File: src/rtl/mmio_pkg.sv
// Shared definitions for the memory-mapped UART transmitter: register offsets,
// STATUS bit positions, TX state encoding and the divisor floor.
// Latency: n/a (declarations only). Backpressure: n/a.
package mmio_pkg;

   // Word offsets selected by aluout[3:2]
   localparam logic [1:0] OFF_TXDATA = 2'd0;
   localparam logic [1:0] OFF_STATUS = 2'd1;
   localparam logic [1:0] OFF_DIV    = 2'd2;

   // STATUS register layout
   localparam int ST_FULL    = 0;
   localparam int ST_EMPTY   = 1;
   localparam int ST_BUSY    = 2;
   localparam int ST_OVF     = 3;
   localparam int ST_CNT_LSB = 4;

   // A bit period shorter than two cycles cannot be represented by the counter scheme
   localparam logic [15:0] DIV_MIN = 16'd2;

   typedef enum logic [1:0] {
      TX_IDLE,
      TX_START,
      TX_DATA,
      TX_STOP
   } tx_state_e;

   function automatic logic [15:0] clamp_div(input logic [15:0] v);
      return (v < DIV_MIN) ? DIV_MIN : v;
   endfunction

endpackage

File: src/rtl/mmio_uart_tx_if.sv
// Core data-memory port as seen by an MMIO peripheral: store strobe, address,
// store data, combinational read data and window select.
// Latency: none (wires only). Backpressure: none, the core never stalls.
interface mmio_uart_tx_if;
   logic        memwrite;
   logic [31:0] aluout;
   logic [31:0] writedata;
   logic [31:0] readdata;
   logic        sel;

   modport master (
      output memwrite, aluout, writedata,
      input  readdata, sel
   );

   modport slave (
      input  memwrite, aluout, writedata,
      output readdata, sel
   );
endinterface

File: src/rtl/uart_fifo.sv
// Synchronous FIFO, power-of-two depth; push, pop, full, empty, count.
// Latency: pushed data visible at dout the cycle after the push edge.
// Backpressure: push ignored when full unless a pop happens on the same edge.
module uart_fifo #(
   parameter int DEPTH = 8,
   parameter int WIDTH = 8
) (
   input  logic                     clk,
   input  logic                     reset,   // async, active-low
   input  logic                     push,
   input  logic                     pop,
   input  logic [WIDTH-1:0]         din,
   output logic [WIDTH-1:0]         dout,
   output logic                     full,
   output logic                     empty,
   output logic [$clog2(DEPTH):0]   count
);

   localparam int AW = $clog2(DEPTH);
   localparam int CW = AW + 1;

   logic [WIDTH-1:0] mem [DEPTH];
   logic [AW-1:0]    wr_ptr;
   logic [AW-1:0]    rd_ptr;
   logic             do_push;
   logic             do_pop;

   assign full    = (count == CW'(DEPTH));
   assign empty   = (count == '0);
   assign do_pop  = pop & ~empty;
   // When full, the slot being vacated by a same-edge pop is the one written
   assign do_push = push & (~full | do_pop);
   assign dout    = mem[rd_ptr];

   always_ff @(posedge clk or negedge reset) begin
      if (!reset) begin
         wr_ptr <= '0;
         rd_ptr <= '0;
         count  <= '0;
      end else begin
         if (do_push) wr_ptr <= wr_ptr + 1'b1;
         if (do_pop)  rd_ptr <= rd_ptr + 1'b1;
         case ({do_push, do_pop})
            2'b10:   count <= count + 1'b1;
            2'b01:   count <= count - 1'b1;
            default: count <= count;
         endcase
      end
   end

   // Storage needs no reset; only pointers and count define validity
   always_ff @(posedge clk) begin
      if (do_push) mem[wr_ptr] <= din;
   end

endmodule

File: src/rtl/mmio_uart_tx.sv
// MMIO UART transmitter: TXDATA/STATUS/DIV register window, TX FIFO, 8N1 serialiser.
// Latency: store at edge k to idle block -> txd start bit after edge k+1; reads combinational.
// Backpressure: none to the core; a store to a full FIFO is dropped and sets sticky overflow.
// Ports: clk, reset (async active-low), bus (slave modport: memwrite/aluout/writedata in,
//        readdata/sel out), txd (serial out, idle high).
module mmio_uart_tx
   import mmio_pkg::*;
#(
   parameter logic [31:0] BASE_ADDR    = 32'hFFFF_0000,
   parameter logic [15:0] CLKS_PER_BIT = 16'd434,
   parameter int          FIFO_DEPTH   = 8
) (
   input  logic           clk,
   input  logic           reset,
   mmio_uart_tx_if.slave  bus,
   output logic           txd
);

   localparam int CW = $clog2(FIFO_DEPTH) + 1;

   // ---------------- decode ----------------
   logic [1:0] off;
   logic       wr;
   logic       wr_tx;
   logic       wr_st;
   logic       wr_div;

   assign off     = bus.aluout[3:2];
   assign bus.sel = (bus.aluout[31:4] == BASE_ADDR[31:4]);
   assign wr      = bus.memwrite & bus.sel;
   assign wr_tx   = wr & (off == OFF_TXDATA);
   assign wr_st   = wr & (off == OFF_STATUS);
   assign wr_div  = wr & (off == OFF_DIV);

   // Address byte lane and upper store bits have no register behind them
   logic unused_bits;
   assign unused_bits = ^{bus.writedata[31:16], bus.aluout[1:0]};

   // ---------------- FIFO ----------------
   logic [7:0]    f_dout;
   logic          f_full;
   logic          f_empty;
   logic [CW-1:0] f_count;
   logic          f_pop;

   uart_fifo #(
      .DEPTH (FIFO_DEPTH),
      .WIDTH (8)
   ) u_fifo (
      .clk   (clk),
      .reset (reset),
      .push  (wr_tx),
      .pop   (f_pop),
      .din   (bus.writedata[7:0]),
      .dout  (f_dout),
      .full  (f_full),
      .empty (f_empty),
      .count (f_count)
   );

   // ---------------- control registers ----------------
   logic [15:0] div_q;
   logic        ovf;
   logic        ovf_set;

   // Dropped only when full and the serialiser is not freeing a slot this edge
   assign ovf_set = wr_tx & f_full & ~f_pop;

   always_ff @(posedge clk or negedge reset) begin
      if (!reset) begin
         div_q <= CLKS_PER_BIT;
         ovf   <= 1'b0;
      end else begin
         if (wr_div) div_q <= clamp_div(bus.writedata[15:0]);
         if (ovf_set)
            ovf <= 1'b1;
         else if (wr_st && bus.writedata[ST_OVF])
            ovf <= 1'b0;
      end
   end

   // ---------------- TX FSM ----------------
   tx_state_e   state, state_nxt;
   logic [7:0]  shreg, shreg_nxt;
   logic [2:0]  bit_idx, bit_idx_nxt;
   logic [15:0] bit_cnt, bit_cnt_nxt;
   logic [15:0] per, per_nxt;       // bit period latched at frame start
   logic        txd_q, txd_nxt;
   logic        tick;
   logic        load;

   assign tick = (bit_cnt == 16'd0);

   always_comb begin
      state_nxt   = state;
      shreg_nxt   = shreg;
      bit_idx_nxt = bit_idx;
      bit_cnt_nxt = bit_cnt;
      per_nxt     = per;
      load        = 1'b0;
      f_pop       = 1'b0;
      txd_nxt     = 1'b1;

      case (state)
         TX_IDLE: begin
            if (!f_empty) load = 1'b1;
         end
         TX_START: begin
            if (tick) begin
               state_nxt   = TX_DATA;
               bit_idx_nxt = 3'd0;
               bit_cnt_nxt = per - 16'd1;
            end else begin
               bit_cnt_nxt = bit_cnt - 16'd1;
            end
         end
         TX_DATA: begin
            if (tick) begin
               bit_cnt_nxt = per - 16'd1;
               if (bit_idx == 3'd7) state_nxt   = TX_STOP;
               else                 bit_idx_nxt = bit_idx + 3'd1;
            end else begin
               bit_cnt_nxt = bit_cnt - 16'd1;
            end
         end
         TX_STOP: begin
            if (tick) begin
               // Chain straight into the next start bit when more data waits
               if (!f_empty) load = 1'b1;
               else          state_nxt = TX_IDLE;
            end else begin
               bit_cnt_nxt = bit_cnt - 16'd1;
            end
         end
         default: state_nxt = TX_IDLE;
      endcase

      // Frame start: DIV sampled here so mid-frame DIV writes wait for the next frame
      if (load) begin
         f_pop       = 1'b1;
         state_nxt   = TX_START;
         shreg_nxt   = f_dout;
         per_nxt     = div_q;
         bit_cnt_nxt = div_q - 16'd1;
      end

      // txd is registered from the next state so the line never glitches
      case (state_nxt)
         TX_START: txd_nxt = 1'b0;
         TX_DATA:  txd_nxt = shreg_nxt[bit_idx_nxt];
         default:  txd_nxt = 1'b1;
      endcase
   end

   always_ff @(posedge clk or negedge reset) begin
      if (!reset) begin
         state   <= TX_IDLE;
         shreg   <= 8'h00;
         bit_idx <= 3'd0;
         bit_cnt <= 16'd0;
         per     <= CLKS_PER_BIT;
         txd_q   <= 1'b1;
      end else begin
         state   <= state_nxt;
         shreg   <= shreg_nxt;
         bit_idx <= bit_idx_nxt;
         bit_cnt <= bit_cnt_nxt;
         per     <= per_nxt;
         txd_q   <= txd_nxt;
      end
   end

   assign txd = txd_q;

   // ---------------- read mux ----------------
   logic [31:0] status;
   logic [31:0] rd;

   always_comb begin
      status                     = 32'h0;
      status[ST_FULL]            = f_full;
      status[ST_EMPTY]           = f_empty;
      status[ST_BUSY]            = (state != TX_IDLE);
      status[ST_OVF]             = ovf;
      status[ST_CNT_LSB +: CW]   = f_count;

      rd = 32'h0;
      if (bus.sel) begin
         case (off)
            OFF_STATUS: rd = status;
            OFF_DIV:    rd = {16'h0, div_q};
            default:    rd = 32'h0;
         endcase
      end
   end

   assign bus.readdata = rd;

endmodule

File: src/flat_wrapper.sv
// flat-port wrapper written by rule: the top's interface ports become plain ports
module mmio_uart_tx_flat import mmio_pkg::*;
#(
   parameter logic [31:0] BASE_ADDR    = 32'hFFFF_0000,
   parameter logic [15:0] CLKS_PER_BIT = 16'd434,
   parameter int          FIFO_DEPTH   = 8
)
  (clk, reset, txd, bus_memwrite, bus_aluout, bus_writedata, bus_readdata, bus_sel);
  mmio_uart_tx_if bus_i ();
  input  logic clk;
  input  logic reset;
  output logic txd;
  input wire logic [$bits(bus_i.memwrite)-1:0] bus_memwrite;
  input wire logic [$bits(bus_i.aluout)-1:0] bus_aluout;
  input wire logic [$bits(bus_i.writedata)-1:0] bus_writedata;
  output wire logic [$bits(bus_i.readdata)-1:0] bus_readdata;
  output wire logic [$bits(bus_i.sel)-1:0] bus_sel;
  assign bus_i.memwrite = bus_memwrite;
  assign bus_i.aluout = bus_aluout;
  assign bus_i.writedata = bus_writedata;
  assign bus_readdata = bus_i.readdata;
  assign bus_sel = bus_i.sel;
  mmio_uart_tx #(.BASE_ADDR(BASE_ADDR), .CLKS_PER_BIT(CLKS_PER_BIT), .FIFO_DEPTH(FIFO_DEPTH)) u_core (.clk(clk), .reset(reset), .bus(bus_i), .txd(txd));
endmodule
File: config.mk
export PLATFORM = sky130hd
export DESIGN_NAME = mmio_uart_tx_flat
export DESIGN_NICKNAME = d
export VERILOG_FILES = /design/src/rtl/mmio_pkg.sv /design/src/rtl/mmio_uart_tx_if.sv /design/src/rtl/uart_fifo.sv /design/src/rtl/mmio_uart_tx.sv /design/src/flat_wrapper.sv
export SDC_FILE = /design/constraint.sdc
export NUM_CORES = 1
export LEC_CHECK = 0
export BUFFER_PORTS_ARGS = -buffer_cell sky130_fd_sc_hd__buf_2
export CAP_MARGIN = 10
export CORE_MARGIN = 1
export CORE_UTILIZATION = 50
export DETAILED_ROUTE_END_ITERATION = 16
export HOLD_SLACK_MARGIN = 0.1
export PLACE_DENSITY = 0.71
export SETUP_SLACK_MARGIN = 0.5
export SLEW_MARGIN = 0
export SYNTH_ARGS = -nofsm -noshare
export SYNTH_HDL_FRONTEND = slang
export SYNTH_SLANG_ARGS = --single-unit
File: constraint.sdc
create_clock -name clk -period 4.7 [get_ports clk]
set_input_delay 0.47 -clock clk [delete_from_list [all_inputs] [get_ports clk]]
set_output_delay 0.47 -clock clk [all_outputs]
set_load 0.01 [all_outputs]
### After elaboration in Yosys (flattened, before gate mapping)

Memory sizes are Yosys's and may differ from the RTL's.
Index checks and enable logic that the tools add are counted.

| operators by class | value |
|---|---|
| add/sub/neg operators | 8 |
| $lt $le $gt $ge | 2 |
| equal/unequal tests | 13 |
| multiplexer cells | 31 |
| bitwise logic cells | 12 |
| reductions and logical operators | 11 |

Operators with widths:

| cell | number |
|---|---|
| $mux W16 | 4 |
| $pmux W16 S2 | 2 |
| $sub A16 B1 Y16 const B | 3 |
| $mux W32 | 1 |
| $eq A28 B28 Y1 const B | 1 |
| $logic_not A16 Y1 | 1 |
| $lt A16 B2 Y1 const B | 1 |
| $mux W2 | 6 |
| $eq A2 B2 Y1 const B | 5 |
| $add A3 B1 Y3 const B | 3 |
| $mux W3 | 3 |
| $and A1 B1 Y1 | 8 |
| $eq A2 B1 Y1 const B | 4 |
| $mux W1 | 8 |
| $mux W8 | 1 |
| $pmux W4 S2 | 1 |
| $pmux W2 S3 | 1 |
| $pmux W3 S2 | 1 |
| $reduce_bool A2 Y1 | 3 |
| $add A4 B1 Y4 const B | 1 |
| $eq A4 B4 Y1 const B | 1 |
| $logic_not A2 Y1 | 2 |
| $logic_not A4 Y1 | 1 |
| $lt A3 B4 Y1 const B | 1 |
| 11 further kinds | 14 |

| word-level totals | value |
|---|---|
| register bits after elaboration | 73 |
| bits in writable memories | 64 |
| input bits | 67 |
| output and inout bits | 34 |
| logic and storage cells | 89 |
| memories kept | 1 |

Memory list:

| name | words | bits a word | read ports | clocked after Yosys merged registers in | write ports | RTL line | text |
|---|---|---|---|---|---|---|---|
| u_core.u_fifo.mem | 8 | 8 | 1 | 0 | 1 | uart_fifo.sv:22 | `logic [WIDTH-1:0] mem [DEPTH];` |

### Depth between registers and ports, before layout

| depth | value |
|---|---|
| depth in word-level cells | 10 |
| mapped depth | 14 |
| depth with buffers taken out | 12 |

### By module

From an unflattened synthesis, not the netlist that was laid out.

| second synthesis, totals | value |
|---|---|
| cell total of the unflattened synthesis | 632 |
| area total of the unflattened synthesis | 7210.7 µm² |

By module, submodules not included:

| module | times used | cells an instance | area each (µm²) | sequential area each (µm²) |
|---|---|---|---|---|
| mmio_uart_tx | 1 | 470 | 4097.7 | 1590.3 |
| uart_fifo | 1 | 162 | 3113.0 | 2172.1 |

### Least setup slack after synthesis

Ideal clock, no wire load.

| timing | value |
|---|---|
| kind | reg2reg |
| start | register u_core.bit_cnt[0] |
| end | memory u_core.u_fifo.mem[2][0] (enable) |
| setup time | 0.385 ns |
| data arrival time | 2.997 ns |
| required time | 4.315 ns |
| path slack | 1.317 ns |
| cell stages (with the launch flop) | 11 |
| clock period less this slack | 3.383 ns |
| path through | dfrtp_1 > inv_1 > ha_1 > or4b_1 > clkbuf_1 > nor4_1 > nor2_1 > o211ai_1 > nand2b_1 > or2_2 > nor3b_1 |

| on the way | value |
|---|---|
| cells in the longest elaborated chain, start to end | 9 |

RTL lines:

| item | RTL line | text |
|---|---|---|
| start: declaration | mmio_uart_tx.sv:86 | `logic [15:0] bit_cnt, bit_cnt_nxt;` |
| start signal: assignment | mmio_uart_tx.sv:167 | `bit_cnt <= bit_cnt_nxt;` |
| $logic_not A16 Y1 | mmio_uart_tx.sv:92 | `assign tick = (bit_cnt == 16'd0);` |
| $mux W1 | mmio_uart_tx.sv:127 | `if (tick) begin` |
| $pmux W1 S2 | mmio_uart_tx.sv:104 | `case (state)` |
| $mux W1 | mmio_uart_tx.sv:139 | `if (load) begin` |
| $and A1 B1 Y1 | uart_fifo.sv:30 | `assign do_pop = pop & ~empty;` |
| $or A1 B1 Y1 | uart_fifo.sv:32 | `assign do_push = push & (~full \| do_pop);` |
| $and A1 B1 Y1 | uart_fifo.sv:32 |  |
| $mux W1 | uart_fifo.sv:53 | `if (do_push) mem[wr_ptr] <= din;` |
| $mux W1 (implied by the code) | uart_fifo.sv:53 |  |
| end: declaration | uart_fifo.sv:22 |  |

No other way between the ends.

### Final worst setup path

| timing | value |
|---|---|
| start | register u_core.bit_cnt[0] |
| end | memory u_core.u_fifo.mem[3][0] (enable) |

Same word-level chain as after synthesis.

==> impl_metrics.tcl <==
set metrics [dict create \
    dpl_cell_area_um2 7500 \
    rows 42 \
    synth_top_area_share_pct 27.4 \
    ctsResizeCount 0 \
    core_um2 13500 \
    yosys_warnings 0 \
    synth_area_leader_cell "edfxtp_1" \
    yosysSeqAreaShare_pct 53.7 \
    arrival_ns 3.86 \
    cp_slowest_cell "nor2_1" \
    grt_setup_unrepaired "false" \
    switching_share_pct 21.3 \
    crit_top_cell "nor2_1" \
    seq_power_share_pct 49.3 \
    timing.final.crit_share_pct 81.2 \
    die_h_um 120 \
    cp_max_fo 10 \
    synth_ff_type "edfxtp_1" \
    clk_latency_ns 0.42 \
    intPower_uw 2000 \
    p_leak_uw 0.00339 \
    crit_path_end_kind "register" \
    antennaDiodeCount 0 \
    ys_ff_latch 137 \
    nNetsFinal 774 \
    worstPathRequired_ns 4.75 \
    cts.htree.levels 4 \
    stdcell_area_um2 8050 \
    worstMarginPinSlew_ns 0.996 \
    outcome "finished clean" \
    grt_util_all_layers_pct 22.1 \
    synth_area_um2 7010 \
    p_switching_uw 544 \
    grt_max_degree 49 \
    die_w_um 120 \
    post_drt_wl_per_cell_um 16.9 \
    max-slew-margin-rel_pct 33.3 \
    setup_tns_ns 0 \
    fmax_ghz 0.262 \
    grt_pass1_vias 4876 \
    crit_end "u_core.u_fifo.mem[3][0]" \
    max-clock-path-buffers 2 \
    pwr-share-comb_pct 2.3 \
    r2r_end "u_core.u_fifo.mem[3][0]" \
    cts_tree "yes" \
    cts_setup_buffers 0 \
    grt_overflow_total 0 \
    vias_per_cell 5.73 \
    finalCoreUtilization_pct 59.8 \
    cap_violations 0 \
    yosys-top-cells-area "edfxtp_1 (27%), dfrtp_1 (22%), mux4_2 (5.8%), nand2_1 (5.1%), dfstp_2 (4.1%)" \
    port_buffers 66 \
    gp_congestion 0.794 \
    grt_pass1_wl_um 24600 \
    rr_worst_depth 9 \
    vias 5039 \
    criticalPathCategory "reg -> reg" \
    drc 0 \
    finalSetupViolCount 0 \
    crit_start "u_core.bit_cnt[0]" \
    synthArstFlopShare_pct 53.3 \
    cts_buffers 17 \
    slowest_delay_ns 0.61 \
    ir_drop_v 0.000254 \
    pwr_density_cell_nw_per_um2 317 \
    clkSinkCount 137 \
    cts-hold-fix-buffers 0 \
    io_pins 101 \
    p_clk_share_pct 48.4 \
    synth_edf_count 64 \
    r2r_setup_slack_ns 0.88 \
    crit_chain "inv_1 > ha_1 > or4b_1 > nor4_1 > nor2_1 > o211ai_1 > nand2b_1 > or2_2 > nor2_1" \
    fill_cells 1100 \
    cp-start-kind "register" \
    clk_pin_slew_ns 0.06 \
    hold_path_class "in -> async" \
    hold_ws_ns 0.0903 \
    start_util_pct 52.1 \
    synthCells 624 \
    postRouteAntennaNets 0 \
    antenna_found_initial 0 \
    power_uw 2550 \
    synth_area_per_cell_um2 11.2 \
    drv_slew 0 \
    min_period_ns 3.82 \
    firstDrtPassIters 5 \
    drive_gt1_share_pct 24.4 \
    first_iter_violations 438 \
    syn_to_final_growth_pct 14.9 \
    die-area_um2 14500 \
    hpwl_um 10600 \
    cts_root_buf "clkbuf_16" \
    synth.distinct_cells 55 \
    worstReg2RegStart "u_core.bit_cnt[0]" \
    wirelength_um 14900 \
    hold_viol_final 0 \
    clock_skew_ns 0.00957 \
]
worst max-delay path, delay by kind of cell (launching register included):
kind | cells | cell delay, ns
flip-flops | 1 | 0.41
AND/OR/NAND/NOR | 6 | 2.48
adder cells (fa/ha/maj) | 1 | 0.17
AO/OA/AOI/OAI | 1 | 0.31
buffers and inverters | 1 | 0.07
worst min path at each step:
stage | start | to | slack, ns | depth (start not counted)
2_1_floorplan | reset | u_core.bit_cnt[0] | 0.17 | 0
3_3_place_gp | u_core.shreg[0] | u_core.shreg[0] | 0.45 | 2
3_5_place_dp | u_core.shreg[1] | u_core.shreg[1] | 0.47 | 2
4_1_cts | reset | u_core.div_q[13] | 0.11 | 1
5_1_grt | reset | u_core.div_q[13] | 0.15 | 1
6_report | reset | u_core.div_q[13] | 0.09 | 1
final cells by class:
cell class	count	area (um^2)	share of cell area, %
Clock buffer	18	429	5.33
Multi-Input combinational cell	438	3020	37.5
Clock inverter	13	123	1.52
Tap cell	176	220	2.74
Sequential cell	137	3760	46.7
Timing Repair Buffer	79	428	5.32
Inverter	19	71.3	0.886
cell usage after synthesis, drive strengths merged (5+ instances only):
library cell / instances
nor3b: 5
inv: 19
mux4: 18
xor2: 15
nor2: 41
nor4: 20
nand3: 8
buf: 18
edfxtp: 64
and3: 9
dfrtp: 62
ha: 15
mux2: 22
a221oi: 5
a22oi: 13
nand4: 7
or2: 5
or4: 8
clkbuf: 27
xnor2: 21
a211oi: 8
nand2: 95
o21ai: 26
or3: 6
dfstp: 11
a21oi: 21
nor3: 14
state kept, by name, summed over array words and instances, names as in the netlist:
register / flops
u_core.bit_cnt: 16
u_core.div_q: 16
u_core.state: 2
u_core.per: 16
u_core.txd: 1
u_core.u_fifo.rd_ptr: 3
u_core.shreg: 8
u_core.bit_idx: 3
u_core.u_fifo.wr_ptr: 3
u_core.u_fifo.mem: 64
u_core.u_fifo.count: 4
u_core.ovf: 1
cells by family (layout without fill, tap and decap cells):
logic type	after synthesis	count (layout)	synth area share, %
buf+inv	64	129	4.29
other cells	1	16	0.0535
mux	41	41	9.46
simple gates	234	234	16.4
xor+xnor	36	36	4.50
flops	137	137	53.7
fa+ha+maj	15	15	2.68
compound gates	96	96	8.91
layout by cell type, fill, tap and decap left out, types with 3 or more instances in the layout:
| master | Yosys | layout |
|---|---|---|
| buf_2 | 0 | 66 |
| buf_4 | 16 | 13 |
| or4_1 | 8 | 8 |
| dfrtp_1 | 62 | 62 |
| edfxtp_1 | 64 | 64 |
| o221ai_1 | 4 | 4 |
| nand3b_1 | 3 | 3 |
| ha_1 | 15 | 15 |
| clkinv_4 | 0 | 4 |
| o22ai_1 | 3 | 3 |
| a22oi_1 | 13 | 13 |
| conb_1 | 1 | 16 |
| mux4_2 | 18 | 18 |
| dfstp_2 | 11 | 11 |
| o21ai_0 | 24 | 23 |
| a21oi_1 | 21 | 21 |
| nor2b_1 | 3 | 3 |
| a31oi_1 | 4 | 4 |
| xor2_1 | 15 | 15 |
| clkbuf_16 | 0 | 17 |
| nor3b_1 | 5 | 5 |
| nand4_1 | 7 | 7 |
| xnor2_1 | 21 | 21 |
| nor2_1 | 41 | 41 |
| a221oi_1 | 4 | 4 |
| and3_1 | 9 | 9 |
| inv_6 | 0 | 4 |
| nor4_1 | 19 | 18 |
| mux2_2 | 22 | 22 |
| inv_1 | 18 | 18 |
| a211oi_1 | 8 | 8 |
| nand3_1 | 8 | 8 |
| nand2_1 | 95 | 95 |
| or2_2 | 5 | 5 |
| or3_1 | 6 | 6 |
| nor3_1 | 14 | 13 |
stage by stage:
step	setup slack (ns)	std cells
global placement	0.982	849
CTS	0.902	880
detailed placement	0.910	849
finish	0.884	880
floorplan	1.32	639
global route	0.603	880
power groups by stage:
stage	Combinational [uW]	Sequential, uW	Clock [uW]
floorplan	23.6	1280	0
global placement	57.6	1280	0
detailed placement	59.3	1280	0
CTS	59.8	1260	1250
global route	66.7	1260	1300
finish	58.6	1260	1230
layer usage:
metal	wire, um	GRT usage (%)	part of all wire [%]
met3	706	4.29	4.7
met1	6890	30.5	46
met5	0	0	0
met4	255	7.95	1.7
met2	7030	35.1	47
(Power assumes the default switching activity.)
